--- src/rtl/hazard_pkg.sv ---
// Shared types and constants for the load-use hazard / bubble injection unit.
package hazard_pkg;

  // Load-use FSM state encoding
  typedef enum logic {
    IDLE     = 1'b0,
    LU_STALL = 1'b1
  } hz_state_t;

  // Control-word bit positions: {write, ALUop[1:0], MemtoReg, MemRead, MemWrite, regdst, ALUsrc}
  localparam int unsigned CW_WRITE    = 7;
  localparam int unsigned CW_ALUOP_HI = 6;
  localparam int unsigned CW_ALUOP_LO = 5;
  localparam int unsigned CW_MEMTOREG = 4;
  localparam int unsigned CW_MEMREAD  = 3;
  localparam int unsigned CW_MEMWRITE = 2;
  localparam int unsigned CW_REGDST   = 1;
  localparam int unsigned CW_ALUSRC   = 0;

  // Stall counter width (supports up to 15 stall cycles)
  localparam int unsigned CNT_W = 4;

  // Bubble: write disabled, ALUop=2'b11, everything else off (8'h60)
  localparam logic [7:0] BUBBLE_DEFAULT =
    8'((1 << CW_ALUOP_HI) | (1 << CW_ALUOP_LO));

endpackage

--- src/rtl/hazard_stall_unit_if.sv ---
// ID-stage hazard signals: decode/EX inputs in, pipeline enables and control word out.
interface hazard_stall_unit_if #(
  parameter int unsigned CTRL_W = 8,
  parameter int unsigned REG_AW = 5
);
  logic [CTRL_W-1:0] ctrl_in;
  logic [REG_AW-1:0] if_id_rs;
  logic [REG_AW-1:0] if_id_rt;
  logic              if_id_uses_rt;
  logic              id_ex_memread;
  logic [REG_AW-1:0] id_ex_rt;
  logic              flush;
  logic              ext_stall;
  logic [CTRL_W-1:0] ctrl_out;
  logic              pc_write;
  logic              if_id_write;
  logic              id_ex_write;
  logic              if_id_flush;
  logic              lu_busy;

  modport master (
    output ctrl_in, if_id_rs, if_id_rt, if_id_uses_rt, id_ex_memread, id_ex_rt,
           flush, ext_stall,
    input  ctrl_out, pc_write, if_id_write, id_ex_write, if_id_flush, lu_busy
  );

  modport slave (
    input  ctrl_in, if_id_rs, if_id_rt, if_id_uses_rt, id_ex_memread, id_ex_rt,
           flush, ext_stall,
    output ctrl_out, pc_write, if_id_write, id_ex_write, if_id_flush, lu_busy
  );
endinterface

--- src/rtl/hazard_stall_cnt.sv ---
// Loadable, freezable 4-bit down-counter; term flags the last remaining stall cycle.
module hazard_stall_cnt
  import hazard_pkg::*;
(
  input  logic             clk,
  input  logic             rst_n,
  input  logic             clr,
  input  logic             load,
  input  logic [CNT_W-1:0] load_val,
  input  logic             dec,
  output logic             term
);

  logic [CNT_W-1:0] cnt;

  // Clear beats load beats decrement; no wrap below zero
  always_ff @(posedge clk or negedge rst_n) begin
    if (!rst_n)                 cnt <= '0;
    else if (clr)               cnt <= '0;
    else if (load)              cnt <= load_val;
    else if (dec && cnt != '0)  cnt <= cnt - CNT_W'(1);
  end

  assign term = (cnt == CNT_W'(1));

endmodule

--- src/rtl/hazard_stall_unit.sv ---
// Load-use hazard detector and bubble injector between ID decode and ID/EX.
// Priority: flush > ext_stall > load-use stall > normal.
// Optional macro HAZ_PERF_CNT_EN adds a saturating stall-cycle counter output.
module hazard_stall_unit
  import hazard_pkg::*;
#(
  parameter int unsigned       CTRL_W     = 8,
  parameter logic [CTRL_W-1:0] BUBBLE_VAL = CTRL_W'(BUBBLE_DEFAULT),
  parameter int unsigned       REG_AW     = 5,
  parameter int unsigned       LU_CYCLES  = 1
)(
  input  logic               clk,
  input  logic               rst_n,
  hazard_stall_unit_if.slave bus
`ifdef HAZ_PERF_CNT_EN
  ,
  output logic [31:0]        perf_stall_cnt
`endif
);

  localparam logic [CNT_W-1:0] LU_RELOAD = CNT_W'(LU_CYCLES - 1);

  hz_state_t state, state_nxt;
  logic      lu_hit;
  logic      stall_take;
  logic      cnt_clr, cnt_load, cnt_dec, cnt_term;

  // Load in EX writes a register the ID instruction reads ($zero never hazards)
  assign lu_hit = bus.id_ex_memread & (bus.id_ex_rt != '0) &
                  ((bus.id_ex_rt == bus.if_id_rs) |
                   (bus.if_id_uses_rt & (bus.id_ex_rt == bus.if_id_rt)));

  // Stall branch wins this cycle (nothing of higher priority active)
  assign stall_take = rst_n & ~bus.flush & ~bus.ext_stall &
                      ((state == LU_STALL) | lu_hit);

  // State register
  always_ff @(posedge clk or negedge rst_n) begin
    if (!rst_n) state <= IDLE;
    else        state <= state_nxt;
  end

  // Next state, counter control and same-cycle pipeline controls
  always_comb begin
    state_nxt       = state;
    cnt_clr         = 1'b0;
    cnt_load        = 1'b0;
    cnt_dec         = 1'b0;
    bus.ctrl_out    = bus.ctrl_in;
    bus.pc_write    = 1'b1;
    bus.if_id_write = 1'b1;
    bus.id_ex_write = 1'b1;
    bus.if_id_flush = 1'b0;
    bus.lu_busy     = 1'b0;
    if (!rst_n) begin
      state_nxt       = IDLE;
      bus.ctrl_out    = BUBBLE_VAL;
      bus.pc_write    = 1'b0;
      bus.if_id_write = 1'b0;
      bus.id_ex_write = 1'b0;
    end else if (bus.flush) begin
      state_nxt       = IDLE;
      cnt_clr         = 1'b1;
      bus.ctrl_out    = BUBBLE_VAL;
      bus.if_id_flush = 1'b1;
    end else if (bus.ext_stall) begin
      bus.pc_write    = 1'b0;
      bus.if_id_write = 1'b0;
      bus.id_ex_write = 1'b0;
      bus.lu_busy     = (state == LU_STALL);
    end else if (stall_take) begin
      bus.ctrl_out    = BUBBLE_VAL;
      bus.pc_write    = 1'b0;
      bus.if_id_write = 1'b0;
      bus.lu_busy     = 1'b1;
      if (state == IDLE) begin
        if (LU_CYCLES > 1) begin
          state_nxt = LU_STALL;
          cnt_load  = 1'b1;
        end
      end else begin
        cnt_dec = 1'b1;
        if (cnt_term) state_nxt = IDLE;
      end
    end
  end

  hazard_stall_cnt u_cnt (
    .clk      (clk),
    .rst_n    (rst_n),
    .clr      (cnt_clr),
    .load     (cnt_load),
    .load_val (LU_RELOAD),
    .dec      (cnt_dec),
    .term     (cnt_term)
  );

`ifdef HAZ_PERF_CNT_EN
  // Saturating count of cycles spent in the load-use stall branch
  always_ff @(posedge clk or negedge rst_n) begin
    if (!rst_n)                                      perf_stall_cnt <= '0;
    else if (stall_take && perf_stall_cnt != '1)     perf_stall_cnt <= perf_stall_cnt + 32'd1;
  end
`endif

endmodule

--- src/flat_wrapper.sv ---
// flat-port wrapper written by rule: the top's interface ports become plain ports
module hazard_stall_unit_flat import hazard_pkg::*;
#(
  parameter int unsigned       CTRL_W     = 8,
  parameter logic [CTRL_W-1:0] BUBBLE_VAL = CTRL_W'(BUBBLE_DEFAULT),
  parameter int unsigned       REG_AW     = 5,
  parameter int unsigned       LU_CYCLES  = 1
)
  (clk, rst_n, bus_ctrl_in, bus_if_id_rs, bus_if_id_rt, bus_if_id_uses_rt, bus_id_ex_memread, bus_id_ex_rt, bus_flush, bus_ext_stall, bus_ctrl_out, bus_pc_write, bus_if_id_write, bus_id_ex_write, bus_if_id_flush, bus_lu_busy);
  hazard_stall_unit_if #(.CTRL_W(CTRL_W), .REG_AW(REG_AW)) bus_i ();
  input  logic clk;
  input  logic rst_n;
  input wire logic [$bits(bus_i.ctrl_in)-1:0] bus_ctrl_in;
  input wire logic [$bits(bus_i.if_id_rs)-1:0] bus_if_id_rs;
  input wire logic [$bits(bus_i.if_id_rt)-1:0] bus_if_id_rt;
  input wire logic [$bits(bus_i.if_id_uses_rt)-1:0] bus_if_id_uses_rt;
  input wire logic [$bits(bus_i.id_ex_memread)-1:0] bus_id_ex_memread;
  input wire logic [$bits(bus_i.id_ex_rt)-1:0] bus_id_ex_rt;
  input wire logic [$bits(bus_i.flush)-1:0] bus_flush;
  input wire logic [$bits(bus_i.ext_stall)-1:0] bus_ext_stall;
  output wire logic [$bits(bus_i.ctrl_out)-1:0] bus_ctrl_out;
  output wire logic [$bits(bus_i.pc_write)-1:0] bus_pc_write;
  output wire logic [$bits(bus_i.if_id_write)-1:0] bus_if_id_write;
  output wire logic [$bits(bus_i.id_ex_write)-1:0] bus_id_ex_write;
  output wire logic [$bits(bus_i.if_id_flush)-1:0] bus_if_id_flush;
  output wire logic [$bits(bus_i.lu_busy)-1:0] bus_lu_busy;
  assign bus_i.ctrl_in = bus_ctrl_in;
  assign bus_i.if_id_rs = bus_if_id_rs;
  assign bus_i.if_id_rt = bus_if_id_rt;
  assign bus_i.if_id_uses_rt = bus_if_id_uses_rt;
  assign bus_i.id_ex_memread = bus_id_ex_memread;
  assign bus_i.id_ex_rt = bus_id_ex_rt;
  assign bus_i.flush = bus_flush;
  assign bus_i.ext_stall = bus_ext_stall;
  assign bus_ctrl_out = bus_i.ctrl_out;
  assign bus_pc_write = bus_i.pc_write;
  assign bus_if_id_write = bus_i.if_id_write;
  assign bus_id_ex_write = bus_i.id_ex_write;
  assign bus_if_id_flush = bus_i.if_id_flush;
  assign bus_lu_busy = bus_i.lu_busy;
  hazard_stall_unit #(.CTRL_W(CTRL_W), .BUBBLE_VAL(BUBBLE_VAL), .REG_AW(REG_AW), .LU_CYCLES(LU_CYCLES)) u_core (.clk(clk), .rst_n(rst_n), .bus(bus_i));
endmodule
--- config.mk ---
export PLATFORM = sky130hd
export DESIGN_NAME = hazard_stall_unit_flat
export DESIGN_NICKNAME = d
export VERILOG_FILES = /design/src/rtl/hazard_pkg.sv /design/src/rtl/hazard_stall_unit_if.sv /design/src/rtl/hazard_stall_cnt.sv /design/src/rtl/hazard_stall_unit.sv /design/src/flat_wrapper.sv
export SDC_FILE = /design/constraint.sdc
export NUM_CORES = 1
export LEC_CHECK = 0
export CORE_AREA = 2 2 51 44
export CTS_BUF_LIST = sky130_fd_sc_hd__clkbuf_2 sky130_fd_sc_hd__clkbuf_4 sky130_fd_sc_hd__clkbuf_8
export DETAILED_ROUTE_END_ITERATION = 8
export DIE_AREA = 0 0 53 46
export HOLD_SLACK_MARGIN = 0.1
export PLACE_DENSITY = 0.77
export SLEW_MARGIN = 15
export SYNTH_ARGS = -nofsm -noshare
export SYNTH_HDL_FRONTEND = slang
export SYNTH_SLANG_ARGS = --single-unit
--- constraint.sdc ---
create_clock -name clk -period 1.5 [get_ports clk]
set_input_delay 0.15 -clock clk [delete_from_list [all_inputs] [get_ports clk]]
set_output_delay 0.15 -clock clk [all_outputs]
set_load 0.01 [all_outputs]
-- Yosys cells after proc, flatten, opt, wreduce, memory -nomap -nowiden
Cells that the tools add are included.
- bits in latches: 0
- memories kept: 0
- memory bits (writable): 0
- ROM bits: 0
- input bits: 29
- word-level logic and storage cells: 53
- output and inout port bits: 13
- bits in registers: 5
- $add $sub $neg: 1
- reductions and logical operators: 5
- bitwise gates (word level): 10
- eq/ne operators: 5
- divide/modulo/power cells: 0
- multiply operators: 0
- magnitude comparators: 0
- shift operators: 0
- muxes and demuxes: 30
- operator list (kind ; count):
    $mux W8 ; 4
    $mux W1 ; 24
    $eq A5 B5 Y1 ; 2
    $mux W4 ; 2
    $and A1 B1 Y1 ; 6
    $reduce_bool A5 Y1 ; 1
    $eq A4 B1 Y1 const B ; 1
    $reduce_bool A4 Y1 ; 1
    $sub A4 B1 Y4 const B ; 1
    $ne A3 B1 Y1 const B ; 1
    $ne A3 B3 Y1 const B ; 1
    $not A1 Y1 ; 2
    $or A1 B1 Y1 ; 2
    $reduce_and A2 Y1 ; 1
    $reduce_bool A2 Y1 ; 1
    $logic_and A1 B1 Y1 ; 1

-- Longest topological paths before layout
- word-level depth: 13
- gate-level depth with buffers: 6
- mapped depth without buffers: 6

-- Modules after synthesis
A second synthesis with hierarchy kept.
- cell total of the unflattened synthesis: 82
- area total of the unflattened synthesis: 661.9 sq um
- by module, submodules not included (module ; area an instance (sq um) ; seq. area each (sq um) ; cells an instance ; times used):
    hazard_stall_unit ; 350.3 ; 25.0 ; 51 ; 1
    hazard_stall_cnt ; 311.5 ; 100.1 ; 31 ; 1

-- Worst setup path after synthesis
No wires, ideal clock.
- path type: input to output
- start point: in bus_id_ex_rt[0]
- end point: out bus_pc_write
- data arrival time: 1.354 ns
- setup slack: -0.004 ns
- required time: 1.350 ns
- stages: 5
- buffers on the path: 1
- path through: or4_1 -> nor2_2 -> nor4b_4 -> a21oi_1 -> buf_4
- longest elaborated chain between the ends: 10
- elaborated cells between the ends (all ways): 13
- those cells by class: eq/ne: 2; mux: 4; bitwise: 6; reduce/logical: 1
- ends and longest elaborated chain (item ; RTL line ; text):
    start: declaration ; flat_wrapper.sv:18 ; input wire logic [$bits(bus_i.id_ex_rt)-1:0] bus_id_ex_rt;
    $eq A5 B5 Y1 ; hazard_stall_unit.sv:31 ; (bus.if_id_uses_rt & (bus.id_ex_rt == bus.if_id_rt)));
    $and A1 B1 Y1 ; hazard_stall_unit.sv:31 ;
    $or A1 B1 Y1 ; hazard_stall_unit.sv:30 ; ((bus.id_ex_rt == bus.if_id_rs) |
    $and A1 B1 Y1 * ; hazard_stall_unit.sv:29 ; assign lu_hit = bus.id_ex_memread & (bus.id_ex_rt != '0) &
    $or A1 B1 Y1 * ; hazard_stall_unit.sv:35 ; ((state == LU_STALL) | lu_hit);
    $and A1 B1 Y1 * ; hazard_stall_unit.sv:34 ; assign stall_take = rst_n & ~bus.flush & ~bus.ext_stall &
    $mux W1 * (4 in a row) ; n/a ;
    end: declaration ; flat_wrapper.sv:22 ; output wire logic [$bits(bus_i.pc_write)-1:0] bus_pc_write;
Mark *: on every way between the ends. The rest lies on a longest branch, timed or not.

-- Final worst setup path
- start point: in bus_id_ex_rt[4]
- end point: out bus_ctrl_out[2]
- longest elaborated chain between the ends: 10
- elaborated cells between the ends (all ways): 13
- those cells by class: eq/ne: 2; mux: 4; bitwise: 6; reduce/logical: 1
- ends and longest elaborated chain (item ; RTL line ; text):
    $eq A5 B5 Y1 ; hazard_stall_unit.sv:31 ;
    $and A1 B1 Y1 ; hazard_stall_unit.sv:31 ;
    $or A1 B1 Y1 ; hazard_stall_unit.sv:30 ;
    $and A1 B1 Y1 * ; hazard_stall_unit.sv:29 ;
    $or A1 B1 Y1 * ; hazard_stall_unit.sv:35 ;
    $and A1 B1 Y1 * ; hazard_stall_unit.sv:34 ;
    $mux W8 * ; hazard_stall_unit.sv:71 ; end else if (stall_take) begin
    $mux W8 * ; hazard_stall_unit.sv:66 ; end else if (bus.ext_stall) begin
    $mux W8 * ; hazard_stall_unit.sv:61 ; end else if (bus.flush) begin
    $mux W8 * ; hazard_stall_unit.sv:55 ; if (!rst_n) begin
    end: declaration ; flat_wrapper.sv:21 ; output wire logic [$bits(bus_i.ctrl_out)-1:0] bus_ctrl_out;
Marks and branches as above.

==> results.md <==
* Outcome: finished with violations
* Violated checks: negative setup slack
* Clock tree buffer depth at 2
* Fin nets at 166
* Fmax at 0.652 GHz
* Synth cell count leaders: 13 x xnor2_1, 8 x a21oi_1, 8 x nand2_1
* GR Overflow Total at 0
* RSZ-0062 raised after global routing: yes
* Synth-to-layout area growth at 104%
* IO buf count at 41
* Crit Path Category: input pin to output port
* CTS clk-pin slew, worst paths at 0.05 ns
* FFs w/ async S/R, synth at 100%
* Initial antenna violation count at 0
* Synthesized flop and latch total at 5
* First-pass GRT wire length at 3110 um
* Primary FF master, synth: dfrtp_1
* RR Startpoint: u_core.u_cnt.cnt[0]$_DFFE_PN0P_
* H-tree depth at 1
* Final Routed Wirelength at 1990 um
* Wire length per cell at 12.6 um
* Post-synthesis sequential area ratio at 21.9%
* Post-synthesis cell count at 71
* Skew-Pair Late Insertion Delay at 0.24 ns
* Post-synth EDFFs at 0
* Max Slew Vio Count at 0
* Largest net degree at the start of global routing at 9
* Clock tree root buffer cell: clkbuf_4
* Gr usage total at 16.9%
* Mapped Nets at 103
* DR iter-0 viols at 4
* TritonRoute pass-1 iters at 4
* Fin crit share at 102%
* Final core occ at 59.1%
* PD cells at 444 nW/um^2
* WP data required at 1.35 ns
* Synth area leader: dfrtp_1
* Worst path slowest cell: or4_4
* Hold Path Origin: bus_flush
* Vias/cell at 4.66
* Worst-path cell chain: buf_6, or4_4, nor2_4, buf_6, nor4b_4, a21oi_1, buf_2
* Tightest Hold Check Type: input pin to flip-flop
* CTS sink cnt at 5
* N_diodes at 0
* Max Clock Skew at 0.00301 ns
* Initial core utilization at 29.0%
* Worst Setup End Kind: output port
* Slew @ Worst Pin at 0.389 ns
* Synth area leaders: dfrtp_1 22%, xnor2_1 20%, a21oi_1 7.0%, ha_1 6.6%, nand2_1 5.3%
* Slew HR at 73.9%
* Max-cap violations at 0
* Leakage at 0.554 nW
* Vias post-DR at 737
* Cell with the most instances after synthesis: xnor2_1
* Met1 Use GR at 19.7%
* Min cycle time layout at 1.53 ns
* GPL Wtd Cong at 0.749
* Synthesized area at 571 um^2
* Worst path max stage delay at 0.53 ns
* Worst setup margin at -0.0328 ns
* Vias in the first global route at 735
* Worst IR Drop VDD at 502 uV
* Worst setup SP type: input pin
* Final hold vios at 0
* Die area at 2440 um^2
* Layout cells sized above 1 at 37.6%
* Detailed Place HPWL at 1440 um
* Fill cell count at 193
* Row count at 15
* Core Area at 1970 um^2
* YS warnings at 0
* Antenna-violating nets left at 0
* CP Launch Point: bus_id_ex_rt[4]
* Worst Path Buf+Inv at 3
* DR DRC count at 0
* Delay-heaviest family, CP: simple AND/OR/NAND/NOR gates
* Post-Place Worst Slack at -0.737 ns
* TritonCTS Buffers at 3
* CTS tree: built
* Crit Path Max Fanout at 5
* Worst Path Arrival at 1.38 ns
* Die height at 46 um
* Avg Inst Size Synth at 8.04 um^2
* Cell variety after synth at 30
* Ports at 42
* CP dominant cell by count: buf_6
* Synth top area share at 21.9%
* GR peak layer: met2
* Met3 GRT Util at 3.29%
* Die width at 53 um
* Met2 Use GR at 32.3%
* Setup-failing EPs final at 6
[worst reg2reg max path, cell delays in order (launching register included)]
cell and delay (ns):
dfrtp_1 0.37, buf_4 0.15, or3_1 0.34, nor4_1 0.23, xnor2_1 0.17, nor2_1 0.06
[repair_timing]
| item | 4_1_cts | 5_1_grt |
|---|---|---|
| resized for setup | 88 | 10 |
| setup endpoints to repair | 14 | 16 |
| pin swaps | 26 | 7 |
| hold endpoints to repair | 5 | 0 |
| hold buffers | 1 | 0 |
| setup buffers | 1 | 0 |
| cloned | 2 | 0 |
[where the power goes]
group	leakage (nW)	switching [W]	internal, W	total, W
Combinational	0.466	0.0000843	0.000123	0.000207
Sequential	0.0699	0	0.000135	0.000135
Clock	0.0184	0.0000559	0.000119	0.000175
Total	0.554	0.000140	0.000377	0.000517
[cells in the final DEF (no fill, tap or decap), drive strengths merged]
cell type      instances
clkdlybuf4s15          2
a21bo                  1
a21oi                  8
o21a                   1
nand3b                 1
nor4b                  3
o21ai                  1
nor3b                  1
and2                   1
a21o                   2
dlygate4sd3            1
clkbuf                 6
xnor2                 13
nor3                   1
clkdlybuf4s50         10
inv                    3
nor2                   7
or3                    1
dlygate4sd2           11
o22ai                  1
nand3                  1
nor4                   1
buf                   31
nand4                  1
nand2b                 3
nand2                  8
or4                    1
ha                     3
dlymetal6s2s           1
clkdlybuf4s18          1
dfrtp                  5
a211oi                 1
a31oi                  1
[layout make-up]
class                      instances  area (um^2)  share of cell area, %
multi-input combinational         62          489                   42.0
inverter                           3         11.3                  0.967
sequential                         5          125                   10.7
tap                               25         31.3                   2.69
timing repair buffer              59          478                   41.0
clock buffer                       4         30.0                   2.58
[cells by family after synthesis]
kind of cell	after synthesis	share of synthesized area (%)
AOI/OAI and AO/OA	16	18.2
xor gates and xnor gates	13	20.0
adders and majority gates	3	6.58
buffers and inverters	5	3.95
DFF	5	21.9
and+or+nand+nor	29	29.4
[registers in the layout, summed over array words and instances (netlist names)]
| signal | flops |
|---|---|
| u_core.u_cnt.cnt | 4 |
| u_core.state | 1 |
[final timing paths]
| path | to | slack [ns] | cells past startpoint |
|---|---|---|---|
| max reg2reg | u_core.u_cnt.cnt[3]$_DFFE_PN0P_ | 0.07 | 5 |
| max | bus_ctrl_out[2] | -0.03 | 7 |
| min reg2reg | u_core.u_cnt.cnt[1]$_DFFE_PN0P_ | 0.60 | 2 |
| min | u_core.state$_DFFE_PN0P_ | 0.58 | 5 |
| max in group asynchronous | u_core.u_cnt.cnt[3]$_DFFE_PN0P_ | 0.67 | 3 |
| min in group asynchronous | u_core.u_cnt.cnt[1]$_DFFE_PN0P_ | 0.63 | 3 |
[per-stage QoR]
stage,hold slack (ns),setup TNS [ns],total power [W],cells,area [um^2]
finish,0.583,-0.123,0.000517,158,1160
global route,0.622,-0.456,0.000547,158,1160
CTS,0.565,-0.199,0.000523,158,1160
detailed placement,0.482,-9.05,0.000354,150,1120
global placement,0.482,-8.97,0.000351,150,1120
floorplan,-0.146,0,0.000209,71,574
[metal layers]
layer,wire length (um),up-vias
li1,-,374
met1,836,337
met2,970,26
met3,180,0
met4,0,0
met5,0,-
Note: power is estimated with default switching activity, not from simulation.
